File: config.mk
export PLATFORM = sky130hd
export DESIGN_NAME = fft_butterfly_r2
export DESIGN_NICKNAME = d
export VERILOG_FILES = /design/src/rtl/fft_butterfly_r2.sv
export SDC_FILE = /design/constraint.sdc
export NUM_CORES = 2
export LEC_CHECK = 0
export CORE_MARGIN = 4
export CORE_UTILIZATION = 51
export CTS_BUF_LIST = sky130_fd_sc_hd__clkbuf_16
export DETAILED_ROUTE_END_ITERATION = 10
export HOLD_SLACK_MARGIN = 0.08
export PLACE_DENSITY = 0.69
export SYNTH_ARGS = -nofsm -noshare
export SYNTH_HDL_FRONTEND = slang
export SYNTH_SLANG_ARGS = --single-unit
File: constraint.sdc
create_clock -name i_clk -period 16.9 [get_ports i_clk]
set_input_delay 3.38 -clock i_clk [delete_from_list [all_inputs] [get_ports i_clk]]
set_output_delay 3.38 -clock i_clk [all_outputs]
set_load 0.05 [all_outputs]
File: src/rtl/fft_butterfly_r2.sv
// Radix-2 DIT butterfly, X = A + B*W, Y = A - B*W, fixed point with FRACTION fractional bits.
// Four register stages, one butterfly per clock, no backpressure; sticky saturation flag.
module fft_butterfly_r2 #(
  parameter int WORD_SIZE = 16,
  parameter int FRACTION  = 8
) (
  input  logic                 i_clk,
  input  logic                 i_rst,
  input  logic                 i_valid,
  input  logic [WORD_SIZE-1:0] i_ar,
  input  logic [WORD_SIZE-1:0] i_ai,
  input  logic [WORD_SIZE-1:0] i_br,
  input  logic [WORD_SIZE-1:0] i_bi,
  input  logic [WORD_SIZE-1:0] i_wr,
  input  logic [WORD_SIZE-1:0] i_wi,
  input  logic                 i_scale,
  input  logic                 i_clr_ovf,
  output logic                 o_valid,
  output logic [WORD_SIZE-1:0] o_xr,
  output logic [WORD_SIZE-1:0] o_xi,
  output logic [WORD_SIZE-1:0] o_yr,
  output logic [WORD_SIZE-1:0] o_yi,
  output logic                 o_ovf
);

  localparam int PRW = 2 * WORD_SIZE;      // exact product width
  localparam int PW  = 2 * WORD_SIZE + 1;  // product sum/difference width
  localparam int SW  = WORD_SIZE + 1;      // butterfly sum width

  localparam logic signed [PW-1:0] SAT_MAX = PW'((1 << (WORD_SIZE - 1)) - 1);
  localparam logic signed [PW-1:0] SAT_MIN = -SAT_MAX - PW'(1);
  localparam logic signed [PW-1:0] RND     = (FRACTION > 0) ? (PW'(1) << (FRACTION - 1)) : '0;

  // Returns {saturated, clamped word}; wide enough for every intermediate in this block.
  function automatic logic [WORD_SIZE:0] sat_word(input logic signed [PW-1:0] v);
    logic [WORD_SIZE:0] r;
    if (v > SAT_MAX)
      r = {1'b1, 1'b0, {(WORD_SIZE-1){1'b1}}};
    else if (v < SAT_MIN)
      r = {1'b1, 1'b1, {(WORD_SIZE-1){1'b0}}};
    else
      r = {1'b0, v[WORD_SIZE-1:0]};
    return r;
  endfunction

  // ---------------------------------------------------------------- S1
  logic signed [WORD_SIZE-1:0] s1_ar, s1_ai, s1_br, s1_bi, s1_wr, s1_wi;
  logic                        s1_scale, s1_valid;

  always_ff @(posedge i_clk or posedge i_rst) begin
    if (i_rst) begin
      s1_ar    <= '0;
      s1_ai    <= '0;
      s1_br    <= '0;
      s1_bi    <= '0;
      s1_wr    <= '0;
      s1_wi    <= '0;
      s1_scale <= 1'b0;
      s1_valid <= 1'b0;
    end else begin
      s1_ar    <= i_ar;
      s1_ai    <= i_ai;
      s1_br    <= i_br;
      s1_bi    <= i_bi;
      s1_wr    <= i_wr;
      s1_wi    <= i_wi;
      s1_scale <= i_scale;
      s1_valid <= i_valid;
    end
  end

  // ---------------------------------------------------------------- S2
  logic signed [PRW-1:0]       s2_rr, s2_ii, s2_ri, s2_ir;
  logic signed [WORD_SIZE-1:0] s2_ar, s2_ai;
  logic                        s2_scale, s2_valid;

  always_ff @(posedge i_clk or posedge i_rst) begin
    if (i_rst) begin
      s2_rr    <= '0;
      s2_ii    <= '0;
      s2_ri    <= '0;
      s2_ir    <= '0;
      s2_ar    <= '0;
      s2_ai    <= '0;
      s2_scale <= 1'b0;
      s2_valid <= 1'b0;
    end else begin
      s2_rr    <= PRW'(s1_br) * PRW'(s1_wr);
      s2_ii    <= PRW'(s1_bi) * PRW'(s1_wi);
      s2_ri    <= PRW'(s1_br) * PRW'(s1_wi);
      s2_ir    <= PRW'(s1_bi) * PRW'(s1_wr);
      s2_ar    <= s1_ar;
      s2_ai    <= s1_ai;
      s2_scale <= s1_scale;
      s2_valid <= s1_valid;
    end
  end

  // ---------------------------------------------------------------- S3
  logic signed [PW-1:0] tr_full, ti_full, tr_sh, ti_sh;
  logic [WORD_SIZE:0]   tr_sat, ti_sat;

  always_comb begin
    tr_full = PW'(s2_rr) - PW'(s2_ii);
    ti_full = PW'(s2_ri) + PW'(s2_ir);
    // Round half-up before dropping the fractional product bits.
    tr_sh   = (tr_full + RND) >>> FRACTION;
    ti_sh   = (ti_full + RND) >>> FRACTION;
    tr_sat  = sat_word(tr_sh);
    ti_sat  = sat_word(ti_sh);
  end

  logic signed [WORD_SIZE-1:0] s3_tr, s3_ti, s3_ar, s3_ai;
  logic                        s3_scale, s3_valid, s3_sat;

  always_ff @(posedge i_clk or posedge i_rst) begin
    if (i_rst) begin
      s3_tr    <= '0;
      s3_ti    <= '0;
      s3_ar    <= '0;
      s3_ai    <= '0;
      s3_scale <= 1'b0;
      s3_valid <= 1'b0;
      s3_sat   <= 1'b0;
    end else begin
      s3_tr    <= tr_sat[WORD_SIZE-1:0];
      s3_ti    <= ti_sat[WORD_SIZE-1:0];
      s3_ar    <= s2_ar;
      s3_ai    <= s2_ai;
      s3_scale <= s2_scale;
      s3_valid <= s2_valid;
      s3_sat   <= tr_sat[WORD_SIZE] | ti_sat[WORD_SIZE];
    end
  end

  // ---------------------------------------------------------------- S4
  logic signed [SW-1:0]  xr_s, xi_s, yr_s, yi_s;
  logic [WORD_SIZE:0]    xr_c, xi_c, yr_c, yi_c;
  logic [WORD_SIZE-1:0]  xr_n, xi_n, yr_n, yi_n;
  logic                  sat4;

  always_comb begin
    xr_s = SW'(s3_ar) + SW'(s3_tr);
    xi_s = SW'(s3_ai) + SW'(s3_ti);
    yr_s = SW'(s3_ar) - SW'(s3_tr);
    yi_s = SW'(s3_ai) - SW'(s3_ti);
    xr_c = sat_word(PW'(xr_s));
    xi_c = sat_word(PW'(xi_s));
    yr_c = sat_word(PW'(yr_s));
    yi_c = sat_word(PW'(yi_s));
    // Halving a WORD_SIZE+1 sum always lands back inside WORD_SIZE.
    if (s3_scale) begin
      xr_n = xr_s[WORD_SIZE:1];
      xi_n = xi_s[WORD_SIZE:1];
      yr_n = yr_s[WORD_SIZE:1];
      yi_n = yi_s[WORD_SIZE:1];
      sat4 = 1'b0;
    end else begin
      xr_n = xr_c[WORD_SIZE-1:0];
      xi_n = xi_c[WORD_SIZE-1:0];
      yr_n = yr_c[WORD_SIZE-1:0];
      yi_n = yi_c[WORD_SIZE-1:0];
      sat4 = xr_c[WORD_SIZE] | xi_c[WORD_SIZE] | yr_c[WORD_SIZE] | yi_c[WORD_SIZE];
    end
  end

  always_ff @(posedge i_clk or posedge i_rst) begin
    if (i_rst) begin
      o_valid <= 1'b0;
      o_xr    <= '0;
      o_xi    <= '0;
      o_yr    <= '0;
      o_yi    <= '0;
    end else begin
      o_valid <= s3_valid;
      if (s3_valid) begin
        o_xr <= xr_n;
        o_xi <= xi_n;
        o_yr <= yr_n;
        o_yi <= yi_n;
      end
    end
  end

  // Clear wins over a same-cycle set; invalid slots never touch the flag.
  always_ff @(posedge i_clk or posedge i_rst) begin
    if (i_rst)
      o_ovf <= 1'b0;
    else if (i_clr_ovf)
      o_ovf <= 1'b0;
    else if (s3_valid && (s3_sat || sat4))
      o_ovf <= 1'b1;
  end

endmodule
==> impl_metrics.ini <==
[outcome]
run_status = complete, no violations

[synth]
synth_compound_area_frac = 0.0717
synth_seq_cells = 393
ys_types = 86
synthFlopType = dfrtp_1
ys_top_cells_by_count = inv_1, fa_1, nand2_1, ha_1, and2_1
synth_top_cell_by_area = fa_1
yosysTopAreaCellShare = 0.370
postSynthCellCount = 5898
synth-simple-area-share = 0.135
yosysMostFrequentCell = inv_1
synth_area_um2 = 57000
yosysWarnings = 0
netlist_top_cells_area = fa_1, dfrtp_1, ha_1, inv_1, and2_1
synth_edf_count = 0
synth-xor-area-share = 0.0357
synth_top_family_by_area = adder cells
avgSynthCellArea_um2 = 9.66
async_flop_share = 1.00
synth-seq-area-share = 0.173
muxShareOfSynthArea = 0.00171
syn-num-nets = 7565
synthAdderAreaFrac = 0.483

[critical_path]
worst-path-buf-inv = 4
critPathArrivalTime_ns = 7.96
worstSetupPathType = reg -> reg
cp-end-kind = flop
crit_fanout = 32
cp-startpoint = s1_wi[6]
cp_common_cell = fa_1
crit_family = adder cells
cp_slowest_cell = dfrtp_1
start_kind = flop
cp.required_ns = 17.42
critPathMaxStageDelay_ns = 1.15
path_cells = and2_1 -> fa_1 -> inv_1 -> fa_1 -> fa_1 -> fa_1 -> inv_1 -> fa_1 -> inv_1 -> fa_1 -> inv_1 -> ha_1 -> and3_1 -> nand4_1 -> a31oi_1 -> a31oi_1 -> o21bai_1 -> a21oi_1 -> nand2b_1 -> a2111oi_0 -> a311oi_1 -> xnor2_1
reg2reg_from = s1_wi[6]

[global_route]
top_usage_layer = met2
track_usage = 0.236
overflow = 0
grt_use_met3 = 0.0313
grtUsageMet2 = 0.386
antenna_found_initial = 1
grt_pass1_wl_mm = 221
grt_pass1_vias = 42254
globalRouteMet1Util = 0.328
grt_max_degree = 175

[clock_tree]
cts_tree = built
cts_hold_buf = 0
htree_levels = 2
ctsResizeCount = 0
cts.sinks = 393
insertion_delay_ns = 0.66
path_clk_slew_ns = 0.07
clk_path_buf_depth = 3
root_buffer = clkbuf_16
post_cts_buffers = 0
cts_made_buffers = 48

[layout]
area_growth_pct = 8.40
utilization = 0.557
diodes = 0
stdcell_area_um2 = 61800
multi_input_area_um2 = 41400
drive_above_1_share = 0.0334
final-seq-area_um2 = 9840
fill_cells = 9864
fin_nets = 7615

[timing]
max_freq_ghz = 0.134
hold_viol_final = 0
setup_viol = 0
rsz0062_at_grt = no
hold_ws_ns = 0.345
fin_skew_ns = 0.0353
slew_headroom = 0.154
report.final.slew_viol_count = 0
tightestPinTransition_ns = 1.27
timing.final.crit_share = 0.440
fin_setup_tns_ns = 0
fin_crit_ns = 7.44

[floorplan]
initial_utilization = 0.514
fp-row-count = 122
coreArea_um2 = 111000
io_pins = 167
dieArea_um2 = 117000
die_h_um = 342
die_x_um = 342

[hold_path]
hold_start = s1_ar[2]
min_path_type = reg -> reg

[route]
routed_wl_mm = 133
ant_nets = 0
num_vias = 39531
via_per_inst = 5.29
drt_iter0_drc = 2263
route.detailed.drc = 0
wl_per_cell_um = 17.7
firstDrtPassIters = 5

[placed_design]
dp.final_hpwl_mm = 101
gp_congestion = 0.867
portBuffers = 166
place_area_um2 = 60100

[flow_run]
maxCapViolCount = 0
[kinds of logic after synthesis]
family / Yosys count
flops: 393
compound gates: 618
simple gates: 1555
mux: 9
fa+ha+maj: 1568
xor+xnor: 232
buf+inv: 1523
[sequential cells by signal, indices dropped and copies added (netlist names), 32 cells and up]
name,flops
s2_ir,32
s2_ii,32
s2_rr,32
s2_ri,32
[metal layers]
metal | wire, µm | share of wire
met5 | 0 | 0
met4 | 5000 | 0.038
met3 | 8760 | 0.066
met2 | 62300 | 0.47
met1 | 56500 | 0.43
[placed cells by master (no fill, tap or decap), drive strengths merged, types with 24 or more instances in the layout]
master         count
o21ai            148
clkbuf            48
xor2              51
clkdlybuf4s50    166
inv             1296
dfrtp            393
buf               68
o211ai            24
nand3             48
ha               514
nor3              48
fa              1052
nand2            594
xnor2            181
nor2             205
nand2b            45
a21o              73
o21bai            33
and2             500
a21oi            167
[worst register-to-register path: stages, from the launching register on]
cell and delay, ns:
dfrtp_1 1.15, and2_1 0.27, fa_1 0.41, inv_1 0.07, fa_1 0.43, fa_1 0.52, fa_1 0.55, inv_1 0.05
fa_1 0.47, inv_1 0.05, fa_1 0.47, inv_1 0.04, ha_1 0.39, and3_1 0.19, nand4_1 0.15, a31oi_1 0.42
a31oi_1 0.27, o21bai_1 0.22, a21oi_1 0.12, nand2b_1 0.18, a2111oi_0 0.53, a311oi_1 0.21, xnor2_1 0.16
[layout make-up]
cell class	instances	area share
Clock buffer	48	0.0194
Inverter	1289	0.0785
Sequential cell	393	0.159
Tap cell	1488	0.0301
Multi-Input combinational cell	3982	0.670
Clock inverter	38	0.00695
Timing Repair Buffer	234	0.0354
[final timing paths]
| path | end | slack [ns] | cells after the start |
|---|---|---|---|
| min | s2_ar[2] | 0.35 | 0 |
| min in group asynchronous | o_ovf | 3.27 | 2 |
| max reg2reg | s2_ri[30] | 9.46 | 22 |
| max in group asynchronous | s2_ii[27] | 12.20 | 3 |
| max | s2_ri[30] | 9.46 | 22 |
| min reg2reg | s2_ar[2] | 0.35 | 0 |
[stage by stage]
step | setup WS (ns) | cells
finish | 9.46 | 7472
global route | 9.06 | 7472
CTS | 9.53 | 7472
detailed placement | 9.57 | 7386
global placement | 9.64 | 7386
floorplan | 2.59 | 5898
Power is left out: the tool's default activity adds up to more than one toggle a clock period on the data nets, which glitch-free logic cannot reach.
